$ cat src/rtl/xy_step_scheduler.sv
// Two-axis Bresenham step sequencer: accepts one relative (dx, dy) move and
// emits counted, coordinated step/direction pulses for the X and Y drivers.
// Step, done, aborted and cmd_ready are registered from the FSM state, so they
// appear one clock after the state that produces them.
module xy_step_scheduler #(
  parameter int STEP_W      = 16,
  parameter int STEP_PERIOD = 1000,
  parameter int PULSE_WIDTH = 100,
  parameter int DIR_SETUP   = 10
) (
  input  logic            clock_in,
  input  logic            resetn,
  input  logic            cmd_valid,
  output logic            cmd_ready,
  input  logic [STEP_W:0] cmd_dx,
  input  logic [STEP_W:0] cmd_dy,
  input  logic            abort,
  output logic            step_x,
  output logic            dir_x,
  output logic            step_y,
  output logic            dir_y,
  output logic            busy,
  output logic            done,
  output logic            aborted,
  output logic [STEP_W:0] steps_left
);

  localparam int CNT_MAX = (STEP_PERIOD > DIR_SETUP) ? STEP_PERIOD : DIR_SETUP;
  localparam int CNT_W   = $clog2(CNT_MAX + 1);
  localparam logic [CNT_W-1:0] SETUP_LAST = CNT_W'(DIR_SETUP - 1);
  localparam logic [CNT_W-1:0] PULSE_LAST = CNT_W'(PULSE_WIDTH - 1);
  localparam logic [CNT_W-1:0] GAP_LAST   = CNT_W'(STEP_PERIOD - PULSE_WIDTH - 1);

  typedef enum logic [2:0] {S_IDLE, S_SETUP, S_PULSE, S_GAP, S_FINISH} state_t;

  state_t              state_q, state_d;
  logic [CNT_W-1:0]    cnt_q, cnt_d;
  logic [STEP_W+1:0]   err_q, err_d;
  logic                hit_q, hit_d;
  logic [STEP_W:0]     left_q, left_d;
  logic                dir_x_q, dir_x_d;
  logic                dir_y_q, dir_y_d;
  logic                pend_q, pend_d;
  logic                step_x_q, step_x_d;
  logic                step_y_q, step_y_d;
  logic                done_q, done_d;
  logic                aborted_q, aborted_d;
  logic                ready_q, ready_d;
  logic [STEP_W:0]     major_q, major_d;
  logic [STEP_W:0]     minor_q, minor_d;
  logic                x_major_q, x_major_d;

  logic [STEP_W:0]     mag_x, mag_y;
  logic [STEP_W+1:0]   err_sum, major_ext;
  logic                accept;
  logic                enter_pulse;

  // Two's-complement magnitude; STEP_W+1 bits so the most negative input is legal.
  function automatic logic [STEP_W:0] magnitude(input logic [STEP_W:0] v);
    return v[STEP_W] ? (~v + 1'b1) : v;
  endfunction

  assign mag_x     = magnitude(cmd_dx);
  assign mag_y     = magnitude(cmd_dy);
  assign accept    = cmd_valid && ready_q && (state_q == S_IDLE);
  assign err_sum   = err_q + {1'b0, minor_q};
  assign major_ext = {1'b0, major_q};

  // Next-state logic: move sequencing, Bresenham error update, abort handling.
  always_comb begin
    state_d     = state_q;
    cnt_d       = cnt_q + 1'b1;
    err_d       = err_q;
    hit_d       = hit_q;
    left_d      = left_q;
    dir_x_d     = dir_x_q;
    dir_y_d     = dir_y_q;
    pend_d      = pend_q;
    major_d     = major_q;
    minor_d     = minor_q;
    x_major_d   = x_major_q;
    enter_pulse = 1'b0;
    case (state_q)
      S_IDLE: begin
        if (accept) begin
          x_major_d = (mag_x >= mag_y);
          major_d   = x_major_d ? mag_x : mag_y;
          minor_d   = x_major_d ? mag_y : mag_x;
          dir_x_d   = !cmd_dx[STEP_W] && (|cmd_dx);
          dir_y_d   = !cmd_dy[STEP_W] && (|cmd_dy);
          left_d    = major_d;
          err_d     = '0;
          hit_d     = 1'b0;
          pend_d    = 1'b0;
          cnt_d     = '0;
          state_d   = (major_d == '0) ? S_FINISH : S_SETUP;
        end
      end
      S_SETUP: begin
        if (abort) begin
          pend_d  = 1'b1;
          state_d = S_FINISH;
        end else if (cnt_q == SETUP_LAST) begin
          enter_pulse = 1'b1;
        end
      end
      S_PULSE: begin
        // The pulse always runs its full width; a pending abort skips the gap.
        if (abort) pend_d = 1'b1;
        if (cnt_q == PULSE_LAST) begin
          if (abort || pend_q) begin
            state_d = S_FINISH;
          end else begin
            state_d = S_GAP;
            cnt_d   = '0;
          end
        end
      end
      S_GAP: begin
        if (abort) begin
          pend_d  = 1'b1;
          state_d = S_FINISH;
        end else if (cnt_q == GAP_LAST) begin
          left_d = left_q - 1'b1;
          if (left_q == {{STEP_W{1'b0}}, 1'b1}) state_d = S_FINISH;
          else                                    enter_pulse = 1'b1;
        end
      end
      S_FINISH: begin
        state_d = S_IDLE;
        pend_d  = 1'b0;
      end
      default: state_d = S_IDLE;
    endcase
    if (enter_pulse) begin
      state_d = S_PULSE;
      cnt_d   = '0;
      if (err_sum >= major_ext) begin
        hit_d = 1'b1;
        err_d = err_sum - major_ext;
      end else begin
        hit_d = 1'b0;
        err_d = err_sum;
      end
    end
  end

  // Registered outputs derived from the current state (glitch-free pins).
  always_comb begin
    step_x_d  = (state_q == S_PULSE) && (x_major_q || hit_q);
    step_y_d  = (state_q == S_PULSE) && (!x_major_q || hit_q);
    done_d    = (state_q == S_FINISH);
    aborted_d = (state_q == S_FINISH) && pend_q;
    ready_d   = (state_q == S_IDLE) && !accept;
  end

  // Control and output registers with synchronous active-low reset.
  always_ff @(posedge clock_in) begin
    if (!resetn) begin
      state_q   <= S_IDLE;
      cnt_q     <= '0;
      err_q     <= '0;
      hit_q     <= 1'b0;
      left_q    <= '0;
      dir_x_q   <= 1'b0;
      dir_y_q   <= 1'b0;
      pend_q    <= 1'b0;
      step_x_q  <= 1'b0;
      step_y_q  <= 1'b0;
      done_q    <= 1'b0;
      aborted_q <= 1'b0;
      ready_q   <= 1'b0;
    end else begin
      state_q   <= state_d;
      cnt_q     <= cnt_d;
      err_q     <= err_d;
      hit_q     <= hit_d;
      left_q    <= left_d;
      dir_x_q   <= dir_x_d;
      dir_y_q   <= dir_y_d;
      pend_q    <= pend_d;
      step_x_q  <= step_x_d;
      step_y_q  <= step_y_d;
      done_q    <= done_d;
      aborted_q <= aborted_d;
      ready_q   <= ready_d;
    end
  end

  // Move geometry latched at accept; only read while a move is active.
  always_ff @(posedge clock_in) begin
    major_q   <= major_d;
    minor_q   <= minor_d;
    x_major_q <= x_major_d;
  end

  assign cmd_ready  = ready_q;
  assign step_x     = step_x_q;
  assign step_y     = step_y_q;
  assign dir_x      = dir_x_q;
  assign dir_y      = dir_y_q;
  assign done       = done_q;
  assign aborted    = aborted_q;
  assign steps_left = left_q;
  assign busy       = (state_q != S_IDLE);

endmodule

$ cat config.mk
export PLATFORM = sky130hd
export DESIGN_NAME = xy_step_scheduler
export DESIGN_NICKNAME = d
export VERILOG_FILES = /design/src/rtl/xy_step_scheduler.sv
export SDC_FILE = /design/constraint.sdc
export NUM_CORES = 1
export LEC_CHECK = 0
export ABC_AREA = 1
export CORE_MARGIN = 5
export CORE_UTILIZATION = 47
export CTS_BUF_LIST = sky130_fd_sc_hd__clkbuf_8
export DETAILED_ROUTE_END_ITERATION = 10
export PLACE_DENSITY = 0.7
export SYNTH_ARGS = -nofsm -noshare
export SYNTH_HDL_FRONTEND = slang
export SYNTH_SLANG_ARGS = --single-unit
$ cat constraint.sdc
create_clock -name clock_in -period 5.3 [get_ports clock_in]
set_clock_uncertainty 0.1 [all_clocks]
set_input_delay 1.59 -clock clock_in [delete_from_list [all_inputs] [get_ports clock_in]]
set_output_delay 1.59 -clock clock_in [all_outputs]
set_load 0.05 [all_outputs]
==> impl_metrics.env <==
export IMPL_grt_usage=0.215
export IMPL_yosys_cell_count_top_type="nand2_1"
export IMPL_first_global_vias=6462
export IMPL_coreArea_um2=15700
export IMPL_cts_tree="built"
export IMPL_avgViaCountPerCell=5.05
export IMPL_synthSimpleGateAreaFrac=0.286
export IMPL_cts_max_level=3
export IMPL_dieArea_um2=18500
export IMPL_cts_made_buffers=9
export IMPL_drive_above_1_share=0.121
export IMPL_path_clk_slew_ns=0.10
export IMPL_grt_util_met3=0.0337
export IMPL_cap_violations=0
export IMPL_synth_top_family_by_area="simple AND/OR/NAND/NOR gates"
export IMPL_synth_area_top_cells="dfxtp_1 (15%), edfxtp_1 (14%), nand2_1 (12%), ha_1 (9.4%), inv_1 (7.7%)"
export IMPL_synth_top_cell_by_area="dfxtp_1"
export IMPL_ys_ff_latch=92
export IMPL_worst_pin_slew_ns=0.907
export IMPL_synth_compound_area_frac=0.143
export IMPL_preCtsSetupSlack_ns=-0.0785
export IMPL_die_w_um=136
export IMPL_netlist_instances=1059
export IMPL_holdWs_ns=0.368
export IMPL_run_status="complete, no violations"
export IMPL_cts_max_path_buffers=2
export IMPL_fin_setup_tns_ns=0
export IMPL_syn_avg_cell_area_um2=7.04
export IMPL_path_class="input pin to flop"
export IMPL_drc=0
export IMPL_syn_cell_area_um2=7460
export IMPL_syn_num_nets=1155
export IMPL_synth_mux_area_frac=0
export IMPL_yosys_warnings=0
export IMPL_vias=7038
export IMPL_grt_met1_usage=0.293
export IMPL_ys_types=57
export IMPL_ant_nets=0
export IMPL_gp_congestion=0.980
export IMPL_drtIter0Drc=460
export IMPL_start_util=0.475
export IMPL_period_share=0.931
export IMPL_worstSetupStartpointType="input pin"
export IMPL_clock_sinks=92
export IMPL_area_growth_pct=19.1
export IMPL_async_reset_ff_frac=0
export IMPL_path_common_cell="nand2_1"
export IMPL_grt_ovfl_total=0
export IMPL_required_ns=5.47
export IMPL_fmax_ghz=0.203
export IMPL_antenna_found_initial=0
export IMPL_top_usage_layer="met2"
export IMPL_place_hpwl_um=15700
export IMPL_cp_arrival_ns=5.11
export IMPL_cp_end_kind="flop"
export IMPL_nets=1269
export IMPL_clock_latency_ns=0.38
export IMPL_rows=46
export IMPL_synthXorXnorAreaFrac=0.0775
export IMPL_r2r_slack_ns=0.50
export IMPL_antenna_cells=0
export IMPL_clockRootBuffer="clkbuf_8"
export IMPL_synth_common_cells="nand2_1 (230), inv_1 (152), nor2_1 (97), a21oi_1 (79), o21ai_0 (64)"
export IMPL_first_pass_iters=4
export IMPL_cts_hold_buf=0
export IMPL_synth_edf_count=35
export IMPL_setup_violations=0
export IMPL_slew_violations=0
export IMPL_p_leak_nw=4.12
export IMPL_vdd_ir_drop_max_mv=0.225
export IMPL_die_h_um=136
export IMPL_drt_wl_total_um=19600
export IMPL_grt_pass1_wl_um=31600
export IMPL_worst_slack_ns=0.365
export IMPL_ys_seq_area_frac=0.294
export IMPL_synth_top_area_share=0.153
export IMPL_finalCriticalPeriod_ns=4.94
export IMPL_cp_slowest_cell="clkdlybuf4s50_1"
export IMPL_power_total_mw=3.22
export IMPL_pin_count=63
export IMPL_cpPeakStageDelay_ns=0.42
export IMPL_grt_max_degree=40
export IMPL_crit_fanout=7
export IMPL_hp_class="flop to flop"
export IMPL_io_buffers=62
export IMPL_power_density_nw_per_um2=362
export IMPL_synth_fa_ha_area_frac=0.0993
export IMPL_routedWlPerCell_um=14.0
export IMPL_relSlewSlack=0.388
export IMPL_final_hold_violation_count=0
export IMPL_use_met2=0.352
export IMPL_synth_ff_type="dfxtp_1"
==> through the flow <==
stage	instances	utilization	area, um2
global placement	1377	0.552	8680
global route	1394	0.565	8880
floorplan	1059	-	7460
finish	1394	0.565	8880
detailed placement	1377	0.552	8680
CTS	1393	0.563	8850
==> cells in the final DEF, fill, tap and decap left out, types with 48 or more instances in the layout <==
master	netlist	final
ha_1	56	55
nor2_1	97	95
o21ai_0	64	63
xor2_1	48	48
inv_1	152	154
buf_4	3	64
a21oi_1	79	79
clkdlybuf4s50_1	0	62
nand2_1	230	230
dfxtp_1	57	57
==> timing repair <==
item	CTS	global route
setup endpoints to repair	0	1
resized for setup	0	6
setup buffers	0	1
==> layer usage <==
layer	up-vias	wire length (um)
li1	3711	-
met1	3122	9180
met2	177	9070
met3	28	882
met4	0	446
met5	-	0
==> area by class of cell <==
class,count,area (um2)
timing repair buffer,126,1100
clock buffer,9,124
multi-input combinational,785,4550
fill,1545,6830
inverter,159,599
sequential,92,2190
tap,216,270
clock inverter,7,46.3
==> worst max-delay path, delay by kind of cell <==
kind	cells	cell delay [ns]
fa+ha+maj	2	0.48
buf+inv	6	0.95
compound gates	1	0.05
xor+xnor	1	0.16
simple gates	21	1.87
==> power breakdown <==
part           internal, mW  switching, mW  leakage, nW
Combinational         0.647           1.15         3.24
Clock                 0.170          0.276       0.0922
Sequential            0.880         0.0976        0.787
==> final timing paths <==
check	from	to	cells past startpoint
max	cmd_dy[0]	state_q[0]$_SDFFE_PP0P_	31
max reg2reg	minor_q[0]$_DFFE_PP_	err_q[11]$_SDFFE_PN0P_	24
min reg2reg	hit_q$_SDFFE_PN0P_	step_y$_SDFF_PN0_	2
min	hit_q$_SDFFE_PN0P_	step_y$_SDFF_PN0_	2
==> registers in the layout, summed over array words and instances (netlist names) <==
| register | count |
|---|---|
| done | 1 |
| x_major_q | 1 |
| dir_x | 1 |
| hit_q | 1 |
| step_y | 1 |
| err_q | 18 |
| dir_y | 1 |
| pend_q | 1 |
| aborted | 1 |
| state_q | 3 |
| steps_left | 17 |
| minor_q | 17 |
| major_q | 17 |
| step_x | 1 |
| cmd_ready | 1 |
| cnt_q | 10 |
==> kinds of logic after synthesis <==
| family | Yosys count |
|---|---|
| compound gates | 188 |
| flops | 92 |
| fa+ha+maj | 58 |
| xor+xnor | 66 |
| buf+inv | 182 |
| simple gates | 473 |
No activity file was read; power rests on OpenSTA's default activity.
